===== src/rtl/ram_arbiter_if.sv =====
// ram_arbiter_if: request/grant/read-return bundle for one requester of the
// shared RAM arbiter. One instance per requester (CPU, debug/loader).
//
// Signals:
//   req    requester -> arbiter  access request, held until gnt
//   we     requester -> arbiter  1 = write, 0 = read, valid with req
//   addr   requester -> arbiter  word address
//   wdata  requester -> arbiter  write data
//   gnt    arbiter -> requester  access issued to the RAM this cycle
//   rvalid arbiter -> requester  read data valid this cycle
//   rdata  arbiter -> requester  read data, meaningful only with rvalid
//
// Modports: master = requester side, slave = arbiter side.
interface ram_arbiter_if #(
  parameter int ADDR_W = 9,
  parameter int DATA_W = 16
);
  logic              req;
  logic              we;
  logic [ADDR_W-1:0] addr;
  logic [DATA_W-1:0] wdata;
  logic              gnt;
  logic              rvalid;
  logic [DATA_W-1:0] rdata;

  modport master (
    output req, we, addr, wdata,
    input  gnt, rvalid, rdata
  );

  modport slave (
    input  req, we, addr, wdata,
    output gnt, rvalid, rdata
  );
endinterface


===== src/rtl/ram_arbiter.sv =====
// ram_arbiter: shares a single-ported synchronous RAM between the CPU memory
// interface and a debug/loader port.
//
// Arbitration is per cycle with CPU priority. A debug request that has been
// denied STARVE_LIMIT consecutive cycles wins the next contended cycle. Read
// data comes straight from the RAM (one-cycle latency) and is qualified per
// port by a registered rvalid.
//
// Optional feature, enabled by defining RAM_ARB_WPROT_EN: debug writes below
// PROT_LIMIT are granted but suppressed at the RAM, and dbg_err pulses the
// following cycle. Without the macro dbg_err is tied 0 and every granted
// write reaches the RAM.
//
// Ports:
//   clk        clock, rising edge
//   reset_n    asynchronous active-low reset
//   cpu        ram_arbiter_if.slave  CPU requester
//   dbg        ram_arbiter_if.slave  debug/loader requester
//   dbg_err    one-cycle pulse: protected debug write rejected (registered)
//   ram_addr   RAM word address
//   ram_we     RAM write enable
//   ram_wdata  RAM write data
//   ram_rdata  RAM read data, valid the cycle after the address
module ram_arbiter #(
  parameter int                ADDR_W       = 9,
  parameter int                DATA_W       = 16,
  parameter int                STARVE_LIMIT = 4,
  parameter logic [ADDR_W-1:0] PROT_LIMIT   = ADDR_W'(64)
) (
  input  logic              clk,
  input  logic              reset_n,
  ram_arbiter_if.slave      cpu,
  ram_arbiter_if.slave      dbg,
  output logic              dbg_err,
  output logic [ADDR_W-1:0] ram_addr,
  output logic              ram_we,
  output logic [DATA_W-1:0] ram_wdata,
  input  logic [DATA_W-1:0] ram_rdata
);

  localparam logic [3:0] STARVE_MAX = 4'(STARVE_LIMIT);

`ifdef RAM_ARB_WPROT_EN
  localparam bit WPROT_EN = 1'b1;
`else
  localparam bit WPROT_EN = 1'b0;
`endif

  logic [3:0] starve_cnt;
  logic       rd_cpu;
  logic       rd_dbg;
  logic       cpu_gnt;
  logic       dbg_gnt;
  logic       dbg_blocked;

  function automatic logic is_protected(input logic              we,
                                        input logic [ADDR_W-1:0] addr);
    return WPROT_EN && we && (addr < PROT_LIMIT);
  endfunction

  assign dbg_blocked = is_protected(dbg.we, dbg.addr);

  // ---- stage 0: combinational arbitration and RAM request mux ----
  // Grants are gated by reset_n so nothing reaches the RAM while in reset.
  always_comb begin
    cpu_gnt = 1'b0;
    dbg_gnt = 1'b0;
    if (reset_n) begin
      if (cpu.req && dbg.req) begin
        if (starve_cnt == STARVE_MAX) dbg_gnt = 1'b1;
        else                          cpu_gnt = 1'b1;
      end else begin
        cpu_gnt = cpu.req;
        dbg_gnt = dbg.req;
      end
    end
  end

  // Idle cycles present the CPU address so the RAM sees a stable bus.
  always_comb begin
    ram_addr  = cpu.addr;
    ram_wdata = cpu.wdata;
    ram_we    = 1'b0;
    if (dbg_gnt) begin
      ram_addr  = dbg.addr;
      ram_wdata = dbg.wdata;
      ram_we    = dbg.we && !dbg_blocked;
    end else if (cpu_gnt) begin
      ram_we    = cpu.we;
    end
  end

  assign cpu.gnt   = cpu_gnt;
  assign dbg.gnt   = dbg_gnt;
  assign cpu.rdata = ram_rdata;
  assign dbg.rdata = ram_rdata;

  // ---- stage 1: read tracking and starvation counter ----
  always_ff @(posedge clk or negedge reset_n) begin
    if (!reset_n) begin
      starve_cnt <= 4'd0;
      rd_cpu     <= 1'b0;
      rd_dbg     <= 1'b0;
    end else begin
      rd_cpu <= cpu_gnt && !cpu.we;
      rd_dbg <= dbg_gnt && !dbg.we;
      if (dbg.req && !dbg_gnt) begin
        if (starve_cnt < STARVE_MAX) starve_cnt <= starve_cnt + 4'd1;
      end else begin
        starve_cnt <= 4'd0;
      end
    end
  end

  assign cpu.rvalid = rd_cpu;
  assign dbg.rvalid = rd_dbg;

`ifdef RAM_ARB_WPROT_EN
  logic err_p1;

  always_ff @(posedge clk or negedge reset_n) begin
    if (!reset_n) err_p1 <= 1'b0;
    else          err_p1 <= dbg_gnt && dbg_blocked;
  end

  assign dbg_err = err_p1;
`else
  assign dbg_err = 1'b0;
`endif

endmodule


===== src/flat_wrapper.sv =====
// flat-port wrapper written by rule: the top's interface ports become plain ports
module ram_arbiter_flat 
#(
  parameter int                ADDR_W       = 9,
  parameter int                DATA_W       = 16,
  parameter int                STARVE_LIMIT = 4,
  parameter logic [ADDR_W-1:0] PROT_LIMIT   = ADDR_W'(64)
)
  (clk, reset_n, dbg_err, ram_addr, ram_we, ram_wdata, ram_rdata, cpu_req, cpu_we, cpu_addr, cpu_wdata, cpu_gnt, cpu_rvalid, cpu_rdata, dbg_req, dbg_we, dbg_addr, dbg_wdata, dbg_gnt, dbg_rvalid, dbg_rdata);
  ram_arbiter_if #(.ADDR_W(ADDR_W), .DATA_W(DATA_W)) cpu_i ();
  ram_arbiter_if #(.ADDR_W(ADDR_W), .DATA_W(DATA_W)) dbg_i ();
  input  logic clk;
  input  logic reset_n;
  output logic dbg_err;
  output logic [ADDR_W-1:0] ram_addr;
  output logic ram_we;
  output logic [DATA_W-1:0] ram_wdata;
  input  logic [DATA_W-1:0] ram_rdata;
  input wire logic [$bits(cpu_i.req)-1:0] cpu_req;
  input wire logic [$bits(cpu_i.we)-1:0] cpu_we;
  input wire logic [$bits(cpu_i.addr)-1:0] cpu_addr;
  input wire logic [$bits(cpu_i.wdata)-1:0] cpu_wdata;
  output wire logic [$bits(cpu_i.gnt)-1:0] cpu_gnt;
  output wire logic [$bits(cpu_i.rvalid)-1:0] cpu_rvalid;
  output wire logic [$bits(cpu_i.rdata)-1:0] cpu_rdata;
  input wire logic [$bits(dbg_i.req)-1:0] dbg_req;
  input wire logic [$bits(dbg_i.we)-1:0] dbg_we;
  input wire logic [$bits(dbg_i.addr)-1:0] dbg_addr;
  input wire logic [$bits(dbg_i.wdata)-1:0] dbg_wdata;
  output wire logic [$bits(dbg_i.gnt)-1:0] dbg_gnt;
  output wire logic [$bits(dbg_i.rvalid)-1:0] dbg_rvalid;
  output wire logic [$bits(dbg_i.rdata)-1:0] dbg_rdata;
  assign cpu_i.req = cpu_req;
  assign cpu_i.we = cpu_we;
  assign cpu_i.addr = cpu_addr;
  assign cpu_i.wdata = cpu_wdata;
  assign cpu_gnt = cpu_i.gnt;
  assign cpu_rvalid = cpu_i.rvalid;
  assign cpu_rdata = cpu_i.rdata;
  assign dbg_i.req = dbg_req;
  assign dbg_i.we = dbg_we;
  assign dbg_i.addr = dbg_addr;
  assign dbg_i.wdata = dbg_wdata;
  assign dbg_gnt = dbg_i.gnt;
  assign dbg_rvalid = dbg_i.rvalid;
  assign dbg_rdata = dbg_i.rdata;
  ram_arbiter #(.ADDR_W(ADDR_W), .DATA_W(DATA_W), .STARVE_LIMIT(STARVE_LIMIT), .PROT_LIMIT(PROT_LIMIT)) u_core (.clk(clk), .reset_n(reset_n), .cpu(cpu_i), .dbg(dbg_i), .dbg_err(dbg_err), .ram_addr(ram_addr), .ram_we(ram_we), .ram_wdata(ram_wdata), .ram_rdata(ram_rdata));
endmodule

===== config.mk =====
export PLATFORM = sky130hd
export DESIGN_NAME = ram_arbiter_flat
export DESIGN_NICKNAME = d
export VERILOG_FILES = /design/src/rtl/ram_arbiter_if.sv /design/src/rtl/ram_arbiter.sv /design/src/flat_wrapper.sv
export SDC_FILE = /design/constraint.sdc
export NUM_CORES = 1
export LEC_CHECK = 0
export ABC_AREA = 1
export ABC_CLOCK_PERIOD_IN_PS = 1600
export CORE_ASPECT_RATIO = 1.2
export CORE_MARGIN = 10
export CORE_UTILIZATION = 24
export DETAILED_ROUTE_END_ITERATION = 6
export PLACE_DENSITY = 0.89
export SYNTH_ARGS = -nofsm -noshare
export SYNTH_HDL_FRONTEND = slang
export SYNTH_SLANG_ARGS = --single-unit

===== constraint.sdc =====
create_clock -name clk -period 1.6 [get_ports clk]
set_input_delay 0.24 -clock clk [delete_from_list [all_inputs] [get_ports clk]]
set_output_delay 0.24 -clock clk [all_outputs]
set_load 0.01 [all_outputs]

==> results of run 1 <==
-- logic make-up (layout without fill, tap and decap cells) --
logic type,count (synthesis),after routing,share of synthesized area
and+or+nand+nor,95,97,0.443
buffers and inverters,47,119,0.346
DFF,6,6,0.160
adders and majority gates,2,2,0.0266
AOI/OAI and AO/OA,2,2,0.0107
other,1,1,0.00399
xor gates and xnor gates,1,1,0.00932
-- repair_timing --
| action | 4_1_cts | 5_1_grt |
|---|---|---|
| gates resized for setup | 146 | 28 |
| setup buffers | 8 | 2 |
| endpoints found under the setup margin | 28 | 33 |
| pin swaps | 22 | 7 |
| cloned | 3 | 1 |
-- power by group through the flow --
stage	Clock (mW)	Sequential (mW)	Combinational [mW]
global placement	0	0.167	0.460
finish	0.225	0.167	0.548
CTS	0.231	0.166	0.514
floorplan	0	0.168	0.238
detailed placement	0	0.168	0.465
global route	0.237	0.167	0.593
-- state kept, by name (all words and copies together) (netlist names) --
signal	flops
u_core.cpu.rvalid	1
u_core.starve_cnt	4
u_core.dbg.rvalid	1
-- metal layers --
metal | wire, µm | vias to the layer above | track usage
li1 | - | 602 | -
met5 | 0 | - | 0
met1 | 1760 | 556 | 0.120
met2 | 2270 | 67 | 0.212
met4 | 141 | 0 | 0.0648
met3 | 369 | 24 | 0.0304
-- per-stage QoR --
stage	area (µm²)	worst slack [ns]	hold WS (ns)	setup TNS, ns
2_1_floorplan	940	0.195	-0.0556	0
3_3_place_gp	1670	-0.514	0.480	-13.58
3_5_place_dp	1670	-0.545	0.480	-14.11
4_1_cts	1890	-0.255	0.337	-5.79
5_1_grt	1960	-0.267	0.342	-5.89
6_report	1960	-0.204	0.330	-4.11
-- cell usage after synthesis (all sizes together) --
| library cell | number |
|---|---|
| inv | 7 |
| a21oi | 2 |
| nand2 | 58 |
| buf | 39 |
| nand4 | 1 |
| ha | 2 |
| nor2 | 8 |
| dfrtp | 6 |
| conb | 1 |
| xor2 | 1 |
| nand3 | 28 |
| clkinv | 1 |
-- critical path: cells and delay by family, from the launching register on --
kind | cells | cell delay [ns]
buffers and inverters | 4 | 0.46
AND/OR/NAND/NOR | 5 | 0.34
flip-flops | 1 | 0.38
adder cells (fa/ha/maj) | 1 | 0.15
-- worst paths after layout --
path                                                  start                               end  cells after the start  slack, ns
setup reg to reg           u_core.starve_cnt[1]$_DFFE_PN0P_  u_core.starve_cnt[2]$_DFFE_PN0P_                     11       0.04
min in group clk                                    dbg_req  u_core.starve_cnt[3]$_DFFE_PN0P_                      4       0.46
hold reg to reg            u_core.starve_cnt[3]$_DFFE_PN0P_  u_core.starve_cnt[1]$_DFFE_PN0P_                      3       0.65
hold / removal                                      reset_n  u_core.starve_cnt[1]$_DFFE_PN0P_                      2       0.33
setup / recovery           u_core.starve_cnt[1]$_DFFE_PN0P_                       ram_addr[0]                     10      -0.20
max in group asynchronous                           reset_n  u_core.starve_cnt[3]$_DFFE_PN0P_                      2       1.15
-- cell type report --
cell class	count	area [µm²]
Fill cell	372	1730
Timing Repair Buffer	108	1010
Multi-Input combinational cell	103	664
Sequential cell	6	150
Tap cell	52	65.1
Clock buffer	3	41.3
Inverter	8	35.0
==> metrics.csv, run 1 <==
stage,metric,value,unit
run_status,status,finished with violations,
run_status,violations,setup timing,
placement,hpwl,3260,µm
cts,htree_levels,1,
floorplanning,die_h,88.5,µm
timing,setup_viol,28,
floorplanning,io_pins,135,
detailed_routing,drt_wl_total,4550,µm
pwr,p_leak,0.950,nW
pwr,p_seq_frac,0.177,
floorplanning,coreArea,3690,µm²
synth,synthesis.area,940,µm²
cts,cts_tree,done,
detailed_routing,ant_nets,0,
global_routing,grt-ovfl-total,0,
timing,finalCritPeriodShare,1.13,
finish,final_cells,280,
synth,ys_ff_latch,6,
synth,synth_area_leaders,"buf_4 (28%), nand2_1 (22%), dfrtp_1 (16%), nand3_1 (14%), nor2_1 (2.8%)",
detailed_routing,wire_per_inst,16.2,µm
global_routing,grt_max_degree,16,
placement,routabilityCongestion,0.814,
global_routing,grt_pass1_vias,1293,
detailed_routing,drtIter0Drc,35,
cts,cts.sinks,6,
placement,port_buffers,85,
synth,yosys_warnings,0,
pwr,ir_drop,0.514,mV
pwr,p_int,0.638,mW
global_routing,antenna_found_initial,0,
timing,setup_slack,-0.204,ns
finish,area_delta_synth_final,109,%
timing,period_needed,1.80,ns
global_routing,gr-usage-all-layers,0.116,
finish,layout_common_cells,"clkdlybuf4s50_1 (56), nand2_1 (35), buf_2 (23), nand2_2 (19)",
floorplanning,initial_core_util,0.254,
pwr,p_clk_frac,0.239,
cts,clk_latency,0.22,ns
setup_path,cp_slowest_cell,dfrtp_1,
hold_path,hold_path.class,in2async,
finish,n_antenna_cell,0,
floorplanning,fp-row-count,24,
detailed_routing,drtPass1Iterations,4,
synth,yosys.area.top_type_share,0.280,
floorplanning,fp.dieW,77.1,µm
finish,finalNetCount,304,
setup_path,arrival,1.56,ns
detailed_routing,drc,0,
cts,cts_inserted_buffers,3,
finish,final_common_cell,clkdlybuf4s50_1,
timing,finalClockSkew,0.00146,ns
setup_path,slowest_delay,0.38,ns
setup_path,worst-endpoint-required,1.36,ns
synth,ys_seq_area_frac,0.160,
global_routing,grt_pass1_wl,6460,µm
floorplanning,die_area,6830,µm²
cts,clockBufferDepth,2,
synth,synth_nets,228,
setup_path,critPathKind,reg2out,
timing,fmax,554,MHz
timing,slew_violations,0,
setup_path,cp-end-kind,output pin,
placement,dp_cells,265,
synth,synth_top_cell_by_area,buf_4,
timing,hold_viol,0,
synth,synth_cells,154,
synth,synthDistinctLibCells,18,
pwr,finalPower,0.940,mW
cts,ctsHoldBuffers,0,
synth,syn_avg_cell_area,6.10,µm²
setup_path,start_kind,flop,
cts,cts_root_buffer,clkbuf_8,
cts,clk_pin_slew,0.04,ns
setup_path,path_cells,"inv_2, ha_4, nand3_4, nand2_4, buf_12, buf_12, nand2_4, nand2_2, nand2_1, buf_2",
setup_path,cp_max_fo,6,
pwr,p_sw,0.302,mW
pwr,p_per_area,479,nW/µm²
pwr,comb_power_share,0.583,
detailed_routing,vias,1249,
detailed_routing,via_per_inst,4.46,
finish,finish.utilization,0.531,
finish,drive_above_1_share,0.439,
run,maxCapViolations,0,
timing,rsz0062_at_grt,true,
pwr,switching_share,0.321,
Note: power is estimated with default switching activity, not from simulation.
==> run 2: changes to the inputs <==
--- a/config.mk
+++ b/config.mk
@@ -12,6 +12,7 @@
 export CORE_UTILIZATION = 24
 export DETAILED_ROUTE_END_ITERATION = 6
 export PLACE_DENSITY = 0.89
+export RECOVER_POWER = 100
 export SYNTH_ARGS = -nofsm -noshare
 export SYNTH_HDL_FRONTEND = slang
 export SYNTH_SLANG_ARGS = --single-unit
==> metrics.csv, run 2 (synthesis gave the netlist of run 1 again) <==
stage,metric,value,unit,change
run_status,status,finished with violations,,
run_status,violations,setup timing,,
detailed_routing,via_per_inst,4.46,,unchanged
detailed_routing,drc,0,,unchanged
cts,clk_pin_slew,0.04,ns,about the same
cts,cts.sinks,6,,unchanged
finish,fin_area,1960,µm²,-0.19%
setup_path,cp_max_fo,6,,unchanged
pwr,p_per_area,479,nW/µm²,about the same
floorplanning,fp.dieW,77.1,µm,unchanged
detailed_routing,vias,1249,,unchanged
cts,cts_inserted_buffers,3,,unchanged
cts,clockBufferDepth,2,,unchanged
pwr,ir_drop,0.514,mV,about the same
global_routing,grt_pass1_wl,6460,µm,unchanged
setup_path,r2r_cells,11,,unchanged
floorplanning,coreArea,3690,µm²,unchanged
timing,rsz0062_at_grt,true,,
global_routing,grt-ovfl-total,0,,unchanged
global_routing,grt_max_degree,16,,unchanged
detailed_routing,drtIter0Drc,32,,-8.6%
placement,place_area,1670,µm²,unchanged
finish,n_antenna_cell,0,,unchanged
setup_path,start_kind,flop,,
floorplanning,die_h,88.5,µm,unchanged
finish,finalNetCount,304,,unchanged
setup_path,cp-end-kind,output pin,,
setup_path,reg2reg_to,u_core.starve_cnt[2]$_DFFE_PN0P_,,
detailed_routing,drt_wl_total,4540,µm,-0.15%
global_routing,antenna_found_initial,0,,unchanged
finish,drive_above_1_share,0.434,,-0.00439
finish,largest_reg_flops,4,,unchanged
setup_path,worst-endpoint-required,1.36,ns,about the same
finish,largest_register,u_core.starve_cnt,,
setup_path,reg2reg_setup_slack,0.05,ns,about the same
floorplanning,io_pins,135,,unchanged
hold_path,hold_path.class,in2async,,
timing,setup_slack,-0.204,ns,+0.000275 ns
cts,clk_latency,0.22,ns,about the same
placement,routabilityCongestion,0.814,,unchanged
setup_path,reg2reg_from,u_core.starve_cnt[1]$_DFFE_PN0P_,,
finish,layout_common_cells,"clkdlybuf4s50_1 (54), nand2_1 (35), buf_2 (23), nand2_2 (19)",,
cts,htree_levels,1,,unchanged
timing,slew_violations,0,,unchanged
setup_path,arrival,1.56,ns,about the same
timing,hold_viol,0,,unchanged
timing,finalCritPeriodShare,1.13,,about the same
run,maxCapViolations,0,,unchanged
cts,cts_tree,done,,
cts,ctsHoldBuffers,0,,unchanged
detailed_routing,ant_nets,0,,unchanged
timing,fmax,554,MHz,about the same
global_routing,gr-usage-all-layers,0.116,,unchanged
placement,port_buffers,85,,unchanged
detailed_routing,drtPass1Iterations,4,,unchanged
global_routing,grt_pass1_vias,1293,,unchanged
floorplanning,initial_core_util,0.254,,unchanged
cts,cts_root_buffer,clkbuf_8,,
floorplanning,die_area,6830,µm²,unchanged
timing,setup_viol,28,,unchanged
finish,area_delta_synth_final,108,%,
timing,period_needed,1.80,ns,-0.000275 ns
pwr,p_leak,0.952,nW,+0.22%
placement,hpwl,3260,µm,unchanged
placement,pre_cts_slack,-0.545,ns,unchanged
finish,final_common_cell,clkdlybuf4s50_1,,
detailed_routing,wire_per_inst,16.2,µm,-0.15%
floorplanning,fp-row-count,24,,unchanged
setup_path,critPathKind,reg2out,,
timing,finalClockSkew,0.00150,ns,+0.0000369 ns
[run 2: cell types whose count changed in the layout (fill, tap and decap cells not counted)]
cell and change:
dlygate4sd3_1 +2, clkbuf_1 +1, clkdlybuf4s50_1 -2, buf_4 -1
[run 2: area by class of cell]
cell class	count	area, µm²
Timing Repair Buffer	108	1000
Sequential cell	6	150
Fill cell	374	1740
Clock buffer	3	41.3
Inverter	8	35.0
Tap cell	52	65.1
Multi-Input combinational cell	103	664
[run 2: where the power goes]
part | total [mW] | switching (mW) | internal [mW]
Clock | 0.225 | 0.0635 | 0.161
Combinational | 0.546 | 0.233 | 0.313
Sequential | 0.167 | 0.00539 | 0.161
[run 2: critical path, cell delays in order (launching register included)]
cell and delay [ns]:
dfrtp_1 0.38, inv_2 0.09, ha_4 0.15, nand3_4 0.06, nand2_4 0.08, buf_12 0.13, buf_12 0.11, nand2_4 0.09
nand2_2 0.07, nand2_1 0.04, buf_2 0.13
[run 2: repair_timing]
action / 4_1_cts / 5_1_grt
buffers inserted: 8 / 2
cloned: 3 / 1
resized for setup: 146 / 28
endpoints found under the setup margin: 28 / 33
pin swaps: 22 / 7
[run 2: through the flow]
step | std cells | power [mW] | hold slack (ns) | TNS [ns] | util
3_5_place_dp | 265 | 0.633 | 0.480 | -14.11 | 0.452
2_1_floorplan | 154 | 0.406 | -0.0556 | 0 | -
3_3_place_gp | 265 | 0.627 | 0.480 | -13.58 | 0.452
4_1_cts | 279 | 0.911 | 0.337 | -5.79 | 0.512
6_report | 280 | 0.938 | 0.396 | -4.14 | 0.530
5_1_grt | 280 | 0.995 | 0.429 | -6.02 | 0.530
[run 2: worst max-delay path by stage]
stage | from | end | slack, ns | depth (start not counted)
after global placement | dbg_req | ram_wdata[7] | -0.51 | 8
after global routing | u_core.starve_cnt[1]$_DFFE_PN0P_ | ram_addr[0] | -0.27 | 10
final | u_core.starve_cnt[1]$_DFFE_PN0P_ | ram_addr[0] | -0.20 | 10
after detailed placement | dbg_req | ram_wdata[3] | -0.55 | 8
after floorplan | u_core.starve_cnt[0]$_DFFE_PN0P_ | ram_wdata[10] | 0.19 | 8
after CTS | u_core.starve_cnt[1]$_DFFE_PN0P_ | ram_addr[8] | -0.25 | 10
[run 2: layer usage]
| metal | GRT usage | wire length (µm) |
|---|---|---|
| met3 | 0.0304 | 369 |
| met4 | 0.0648 | 141 |
| met2 | 0.212 | 2280 |
| met1 | 0.120 | 1750 |
| met5 | 0 | 0 |
==> run 3: changes to the inputs <==
--- a/config.mk
+++ b/config.mk
@@ -16,3 +16,4 @@
 export SYNTH_ARGS = -nofsm -noshare
 export SYNTH_HDL_FRONTEND = slang
 export SYNTH_SLANG_ARGS = --single-unit
+export TNS_END_PERCENT = 10
==> metrics.csv, run 3 (synthesis gave the netlist of run 1 again) <==
stage,metric,value,unit,change
global_routing,grt_max_degree,16,,unchanged
timing,whs,0.329,ns,-0.0669 ns
detailed_routing,ant_nets,0,,unchanged
detailed_routing,via_per_inst,4.42,,-0.85%
timing,finalClockSkew,0.00136,ns,-0.000133 ns
setup_path,arrival,1.55,ns,about the same
global_routing,grt_pass1_wl,6430,µm,-0.43%
pwr,ir_drop,0.514,mV,about the same
setup_path,worst-path-stages,10,,unchanged
floorplanning,io_pins,135,,unchanged
pwr,finalPower,0.910,mW,-3.0%
finish,finish.utilization,0.516,,-0.0142
global_routing,grt_pass1_vias,1295,,+0.15%
finish,drive_above_1_share,0.383,,-0.0510
cts,cts_inserted_buffers,3,,unchanged
setup_path,start_kind,flop,,
setup_path,cp_max_fo,7,,+1
global_routing,antenna_found_initial,0,,unchanged
finish,n_antenna_cell,0,,unchanged
floorplanning,fp.dieW,77.1,µm,unchanged
pwr,p_per_area,477,nW/µm²,-0.34%
floorplanning,initial_core_util,0.254,,unchanged
cts,clockBufferDepth,2,,unchanged
setup_path,reg2reg_setup_slack,0.07,ns,+0.02 ns
global_routing,grt-ovfl-total,0,,unchanged
cts,cts_tree,done,,
setup_path,reg2reg_to,u_core.starve_cnt[2]$_DFFE_PN0P_,,
cts,ctsHoldBuffers,0,,unchanged
floorplanning,fp-row-count,24,,unchanged
global_routing,gr-usage-all-layers,0.116,,-0.000209
finish,largest_reg_flops,4,,unchanged
timing,setup_viol,28,,unchanged
finish,fin_area,1910,µm²,-2.7%
floorplanning,die_h,88.5,µm,unchanged
cts,clk_pin_slew,0.04,ns,about the same
detailed_routing,drtIter0Drc,20,,-38%
timing,rsz0062_at_grt,true,,
floorplanning,coreArea,3690,µm²,unchanged
hold_path,hold_path.class,in2async,,
run,maxCapViolations,0,,unchanged
setup_path,cp-end-kind,output pin,,
placement,place_area,1670,µm²,unchanged
setup_path,slowest_delay,0.38,ns,about the same
finish,finalNetCount,303,,-0.33%
placement,routabilityCongestion,0.814,,unchanged
setup_path,crit_family,buffers and inverters,,
setup_path,worst-endpoint-required,1.36,ns,about the same
run_status,status,finished with violations,,
timing,period_needed,1.79,ns,-0.0165 ns
timing,finalCritPeriodShare,1.12,,-0.0103
cts,cts.sinks,6,,unchanged
setup_path,cp_slowest_cell,dfrtp_1,,
placement,port_buffers,85,,unchanged
placement,hpwl,3260,µm,unchanged
finish,final_common_cell,clkdlybuf4s50_1,,
detailed_routing,drc,0,,unchanged
cts,cts_root_buffer,clkbuf_8,,
setup_path,critPathKind,reg2out,,
finish,area_delta_synth_final,103,%,
finish,largest_register,u_core.starve_cnt,,
timing,fmax,559,MHz,+0.92%
detailed_routing,vias,1234,,-1.2%
timing,slew_violations,0,,unchanged
setup_path,reg2reg_from,u_core.starve_cnt[1]$_DFFE_PN0P_,,
setup_path,r2r_cells,11,,unchanged
run_status,violations,setup timing,,
floorplanning,die_area,6830,µm²,unchanged
setup_path,crit_buf_inv,4,,unchanged
detailed_routing,drtPass1Iterations,4,,unchanged
setup_path,path_cells,"inv_2, ha_4, nand3_4, nand2_4, buf_12, buf_12, nand2_8, nand2_1, nand2_1, buf_2",,
finish,layout_common_cells,"clkdlybuf4s50_1 (56), nand2_1 (45), buf_2 (25), nand3_1 (14), nand3_2 (13)",,
pwr,p_leak,0.936,nW,-1.7%
detailed_routing,wire_per_inst,15.5,µm,-4.3%
cts,clk_latency,0.22,ns,about the same
timing,setup_slack,-0.188,ns,+0.0165 ns
timing,hold_viol,0,,unchanged
detailed_routing,drt_wl_total,4330,µm,-4.6%
cts,htree_levels,1,,unchanged
## run 3: changes by cell type in the layout (fill, tap and decap cells not counted), sizes merged
| cell | previous run | this run |
|---|---|---|
| buf | 50 | 49 |
| dlygate4sd3 | 2 | 0 |
| dlygate4sd2 | 0 | 1 |
| clkdlybuf4s50 | 54 | 56 |
| clkbuf | 4 | 3 |
## run 3: layout make-up
type	count	area [µm²]
Multi-Input combinational cell	103	631
Fill cell	371	1790
Timing Repair Buffer	107	983
Sequential cell	6	150
Tap cell	52	65.1
Inverter	8	35.0
Clock buffer	3	41.3
## run 3: layer usage
metal / global-route usage / vias up / wire, µm
met1: 0.117 / 543 / 1720
met5: 0 / - / 0
met4: 0.0648 / 0 / 141
met3: 0.0304 / 24 / 381
li1: - / 600 / -
met2: 0.214 / 67 / 2090
## run 3: timing repair
action	in CTS	in global routing
hold endpoints to repair	0	0
buffers inserted	7	2
resized for setup	134	22
endpoints found under the setup margin	28	32
pin swaps	20	4
gates cloned	3	1
## run 3: worst max-delay path by stage
stage,start,endpoint,slack (ns)
floorplan,u_core.starve_cnt[0]$_DFFE_PN0P_,ram_wdata[10],0.19
global placement,dbg_req,ram_wdata[7],-0.51
detailed placement,dbg_req,ram_wdata[3],-0.55
CTS,u_core.starve_cnt[1]$_DFFE_PN0P_,ram_addr[8],-0.25
global route,u_core.starve_cnt[1]$_DFFE_PN0P_,ram_wdata[4],-0.25
finish,u_core.starve_cnt[1]$_DFFE_PN0P_,ram_addr[7],-0.19
## run 3: power breakdown
group | internal, mW | total [mW] | switching [mW]
clock network | 0.161 | 0.225 | 0.0634
registers | 0.161 | 0.167 | 0.00540
logic | 0.299 | 0.518 | 0.219
total | 0.622 | 0.910 | 0.288
## run 3: metrics by stage
| stage | cells | TNS, ns | worst slack, ns |
|---|---|---|---|
| after floorplan | 154 | 0 | 0.195 |
| final | 279 | -3.75 | -0.188 |
| after global routing | 279 | -5.82 | -0.255 |
| after global placement | 265 | -13.58 | -0.514 |
| after CTS | 278 | -5.91 | -0.255 |
| after detailed placement | 265 | -14.11 | -0.545 |
==> patch 1, RTL diff (flow settings as in run 1) <==
The localparam `WPROT_EN` goes from 1'b0 to 1'b1.
--- a/src/rtl/ram_arbiter.sv
+++ b/src/rtl/ram_arbiter.sv
@@ -45,3 +45,3 @@
 `else
-  localparam bit WPROT_EN = 1'b0;
+  localparam bit WPROT_EN = 1'b1;
 `endif
Behaviour: not the same (a bounded check fails within 4 cycles, from zero or initial values and one cycle with reset_n low).
==> patch 1 against run 1 <==
  * Worst setup slack improved by 0.083 ns
  * Synthesized cell count is 2.6% higher
  * Final area down 2.5%
  * Register-to-register slack gained 0.12 ns
  * Clock skew increased by 0.0012 ns
  * Critical endpoint is now ram_addr[4]
  * Highest routed layer unchanged
  * The run still ends with setup timing left
  * Total power fell by 2.4%
  * Core utilization shrank 4.2 points
  * Combinational power is 4.6% lower
  * Sequential cell count stayed put
  * Count of clock-buffer cells in the layout did not move
  * Routed wire length shrank 10%
  * Synthesized area is 2.3% higher
  * Sequential share of layout area rose by 0.20 points
==> patch 1: results (changes against run 1) <==
[finish]
largest_reg_flops=4  ; unchanged
n_antenna_cell=0  ; unchanged
layout-drive-gt1-share_pct=43.0  ; -0.88 points
nNetsFinal=311  ; +2.3%

[global_route]
track_usage_pct=10.8  ; -0.79 points
antenna_found_initial=0  ; unchanged
met1_usage_pct=9.90  ; -2.1 points
grt_pass1_wl_mm=6.03  ; -6.6%
met2_usage_pct=21.2  ; +0.051 points
grt_pass1_vias=1318  ; +1.9%
grt_util_met3_pct=3.72  ; +0.68 points

[placed_design]
dpl_cell_area_um2=1740  ; +4.1%
post-place-ws_ns=-0.551  ; -0.00600 ns
dp_cells=276  ; +4.2%
gp_congestion=0.742  ; -8.9%
place_hpwl_mm=3.38  ; +3.8%

[critical_path]
rrSetupSlack_ns=0.16  ; +0.12 ns
path_max_fanout=7  ; +1
cp_top_family=flip-flops
cp.arrival_ns=1.48  ; -0.08 ns
r2r-start=u_core.starve_cnt[0]
r2r_cells=9  ; -2
cpPeakStageDelay_ns=0.38  ; about the same
timing.rr.end=u_core.starve_cnt[0]
cp_slowest_cell=dfrtp_1

[synth]
synth-compound-area-share_pct=1.56  ; +0.50 points
synth_adder_area_share_pct=2.60  ; -0.059 points
synth_xor_area_share_pct=0.911  ; -0.021 points
synthMuxAreaShare_pct=0  ; unchanged
syn_avg_cell_area_um2=6.08  ; -0.33%
synthFlopType=dfrtp_1
synthTopCellsByArea=buf_4 29%, nand2_1 22%, dfrtp_1 16%, nand3_1 14%, nor2_1 3.1%
ys_seq_area_share_pct=15.6  ; -0.35 points
synth_common_cells=56 x nand2_1, 37 x buf_4, 27 x nand3_1
syn-num-nets=232  ; +1.8%
synth_cell_types=17  ; -1

[status]
status=complete, but fails checks
failed_checks=setup timing

[power_and_ir_drop]
ir_worst_vdd_mv=0.455  ; -11%
leakagePower_nw=0.945  ; -0.52%

[route]
wl_mm=4.09  ; -10%
drt-vias-per-instance=4.28  ; -4.0%
dr.first_iter.drc_count=20  ; -43%
wire_per_inst_um=14.2  ; -13%
route.detailed.drc=0  ; unchanged
firstDrtPassIters=4  ; unchanged

[clocking]
cts_buffers=3  ; unchanged
clock_path_buffers=2  ; unchanged
ctsResizeCount=143  ; -2.1%
clkTransAtPathRegs_ns=0.04  ; about the same
postCtsSetupBuffers=8  ; unchanged
clock_latency_ns=0.22  ; about the same

[min_path]
hp-class=in2async

[timing]
fin_hold_ws_ns=0.453  ; +0.122 ns
fin_skew_ns=0.00264  ; +0.00118 ns
fin_ws_ns=-0.121  ; +0.0835 ns
setup_viol=26  ; -7.1%

-- patch 1: changes by cell type after synthesis --
| cell | run 1 | this run |
|---|---|---|
| a21oi_1 | 2 | 3 |
| buf_2 | 2 | 0 |
| buf_4 | 35 | 37 |
| inv_1 | 5 | 7 |
| nor2_1 | 7 | 8 |
-- patch 1: how the worst max path moves through the flow --
stage,startpoint,end,slack [ns],cells after the start
2_1_floorplan,u_core.starve_cnt[0],ram_wdata[10],0.19,8
3_3_place_gp,dbg_req,ram_addr[6],-0.53,9
3_5_place_dp,dbg_req,ram_addr[2],-0.55,9
4_1_cts,u_core.starve_cnt[1],ram_wdata[1],-0.16,9
5_1_grt,u_core.starve_cnt[1],ram_wdata[1],-0.21,9
6_report,u_core.starve_cnt[0],ram_addr[4],-0.12,9
-- patch 1: stage by stage --
stage / total power [mW] / setup TNS [ns]
floorplan: 0.410 / 0
global placement: 0.637 / -14.11
detailed placement: 0.648 / -14.42
CTS: 0.886 / -3.94
global route: 0.979 / -5.00
finish: 0.917 / -2.68
-- patch 1: area by class of cell --
type | instances | area, um^2
clock buffers | 3 | 41.3
fillers | 416 | 2000
inverters | 10 | 40.0
multi-input cells | 103 | 593
flip-flops and latches | 6 | 150
well taps | 54 | 67.6
repair buffers | 113 | 1020
-- patch 1: where the power goes --
group / switching, mW / internal, mW / leakage (nW) / total, mW
registers: 0.00554 / 0.161 / 0.0810 / 0.167
clock network: 0.0654 / 0.162 / 0.0216 / 0.227
logic: 0.215 / 0.309 / 0.843 / 0.523
-- patch 1: per-layer routing --
metal  wire length [um]  vias to the layer above
met4                 63                        0
met1               1410                      549
li1                   -                      616
met5                  0                        -
met2               2230                       62
met3                382                       11
==> patch 2, RTL diff (config.mk and constraints of run 1) <==
Made on the original files. `DATA_W` is set to 16 in 3 places; all go to 20.
--- a/src/rtl/ram_arbiter_if.sv
+++ b/src/rtl/ram_arbiter_if.sv
@@ -15,3 +15,3 @@
   parameter int ADDR_W = 9,
-  parameter int DATA_W = 16
+  parameter int DATA_W = 20
 );
--- a/src/rtl/ram_arbiter.sv
+++ b/src/rtl/ram_arbiter.sv
@@ -25,3 +25,3 @@
   parameter int                ADDR_W       = 9,
-  parameter int                DATA_W       = 16,
+  parameter int                DATA_W       = 20,
   parameter int                STARVE_LIMIT = 4,
--- a/src/flat_wrapper.sv
+++ b/src/flat_wrapper.sv
@@ -4,3 +4,3 @@
   parameter int                ADDR_W       = 9,
-  parameter int                DATA_W       = 16,
+  parameter int                DATA_W       = 20,
   parameter int                STARVE_LIMIT = 4,
Interface: changed (6 resized); port bits go from 135 to 159. The function was not compared with the original's and may differ.
==> patch 2 against run 1 <==
  * The flow still finishes with violations (setup timing)
  * Worst setup slack lost 0.026 ns
  * Clock power rose by 4%
  * Critical path depth unchanged
  * Final area is 12% higher
  * Sequential cell count is the same
  * Total power increased by 9.8%
  * Critical endpoint is now ram_wdata[18]
  * Routed wire length up 13%
  * Critical path type unchanged
  * Synthesized area up 15%
  * First-iteration DRC count increased by 14%
==> patch 2: results (changes against run 1) <==
[critical_path]
path_max_fanout=8  ; +2
cp_top_family=buffers and inverters
cp.arrival_ns=1.59  ; +0.03 ns
cpPeakStageDelay_ns=0.38  ; about the same
cp_slowest_cell=dfrtp_1

[finish]
top_register=u_core.starve_cnt
clkCellAreaFrac_pct=1.88  ; -0.22 points
n_antenna_cell=0  ; unchanged
fillers=405  ; +8.9%
largest_reg_flops=4  ; unchanged
bufAreaShareNonClock_pct=56.1  ; +4.8 points
seq_share_pct=6.85  ; -0.80 points
layout-drive-gt1-share_pct=44.3  ; +0.45 points
nNetsFinal=343  ; +13%
multi_input_area_um2=668  ; +0.57%
multi_input_cells=113  ; +9.7%
buffers=125  ; +16%

[global_route]
grt_pass1_wl_mm=7.53  ; +17%
grt_pass1_vias=1550  ; +20%
track_usage_pct=12.4  ; +0.79 points
grt_max_degree=15  ; -1

[placed_design]
gp_congestion=0.797  ; -2.1%
portBuffers=97  ; +14%
place_hpwl_mm=3.81  ; +17%

[clocking]
htreeDepth=1  ; unchanged
postCtsSetupBuffers=9  ; +1
clockRootBuffer=clkbuf_8
clock_latency_ns=0.23
ctsResizeCount=164  ; +12%
clock_path_buffers=2  ; unchanged
clkTransAtPathRegs_ns=0.04  ; about the same

[route]
wl_met1_mm=1.67  ; -5.2%
dr.first_iter.drc_count=40  ; +14%
wire_per_inst_um=16.5  ; +1.7%
wl_met2_mm=2.67  ; +17%
wl_met3_um=576  ; +56%
vias=1407  ; +13%
firstDrtPassIters=5  ; +1
routed.top_layer=met4

[power_and_ir_drop]
leakagePower_nw=1.07  ; +12%
ir_worst_vdd_mv=0.543  ; +5.6%

[synth]
yosysWarnings=0  ; unchanged
ys_async_sr_fraction_pct=100  ; unchanged
synth_cell_types=18  ; unchanged
ys_seq_area_share_pct=13.9  ; -2.1 points
synthTopCellsByArea=buf_4 30%, nand2_1 19%, nand3_1 15%, dfrtp_1 14%, nand2_2 5.2%
synth_common_cells=56 x nand2_1, 44 x buf_4, 32 x nand3_1
synth_adder_area_share_pct=2.31  ; -0.35 points
synth_xor_area_share_pct=0.808  ; -0.12 points
synthFlopType=dfrtp_1
synth-compound-area-share_pct=0.924  ; -0.14 points
syn-num-nets=263  ; +15%
synthMuxAreaShare_pct=0  ; unchanged

[timing]
fin_skew_ns=0.00645  ; +0.00499 ns
setup_viol=32  ; +14%
fin_ws_ns=-0.230  ; -0.0257 ns

[status]
failed_checks=setup timing
status=complete, but fails checks

[patch 2: cell types whose count changed in the layout (fill, tap and decap cells not counted), moves of 5 or more]
cell             change
buf_2                -5
buf_4                +6
buf_6                +8
clkdlybuf4s50_1      +8
nand2_1              -9
nand2_2             +15
nand3_1             +16
nand3_2             -11
[patch 2: report_power, final]
group          switching, mW  internal [mW]  total, mW
sequential           0.00552          0.161      0.167
clock                 0.0718          0.162      0.234
combinational          0.255          0.377      0.631
[patch 2: metrics by stage]
step                      worst slack (ns)  hold slack [ns]  instances  cell area [um^2]  setup TNS [ns]
final                               -0.230            0.350        311              2190           -6.15
after global routing                -0.293            0.354        311              2190           -8.58
after CTS                           -0.245            0.345        309              2050           -7.08
after detailed placement            -0.578            0.480        294              1900          -17.39
after global placement              -0.525            0.480        294              1900          -16.06
after floorplan                      0.233          -0.0556        177              1080               0
[patch 2: worst reg2reg max path, delay by kind of cell, from the launching register on]
kind	cells	cell delay, ns
buffers and inverters	4	0.49
DFF	1	0.38
and+or+nand+nor	4	0.31
adders and majority gates	1	0.15
[patch 2: path summary, 6_finish.rpt]
kind                                           start              endpoint  slack (ns)  depth (start not counted)
worst max-delay path            u_core.starve_cnt[0]         ram_wdata[18]       -0.23                         10
worst min register to register  u_core.starve_cnt[3]  u_core.starve_cnt[3]        0.66                          3
max in group asynchronous                    reset_n     u_core.cpu.rvalid        1.12                          2
worst max register to register  u_core.starve_cnt[0]     u_core.dbg.rvalid        0.20                          9
worst min-delay path                         reset_n     u_core.dbg.rvalid        0.35                          2
min in group clk                             dbg_req  u_core.starve_cnt[3]        0.41                          3
[patch 2: routing by layer]
metal / up-vias / track usage (%)
li1: 671 / -
met1: 614 / 11.5
met2: 95 / 23.0
met3: 27 / 4.21
met4: 0 / 6.36
met5: - / 0
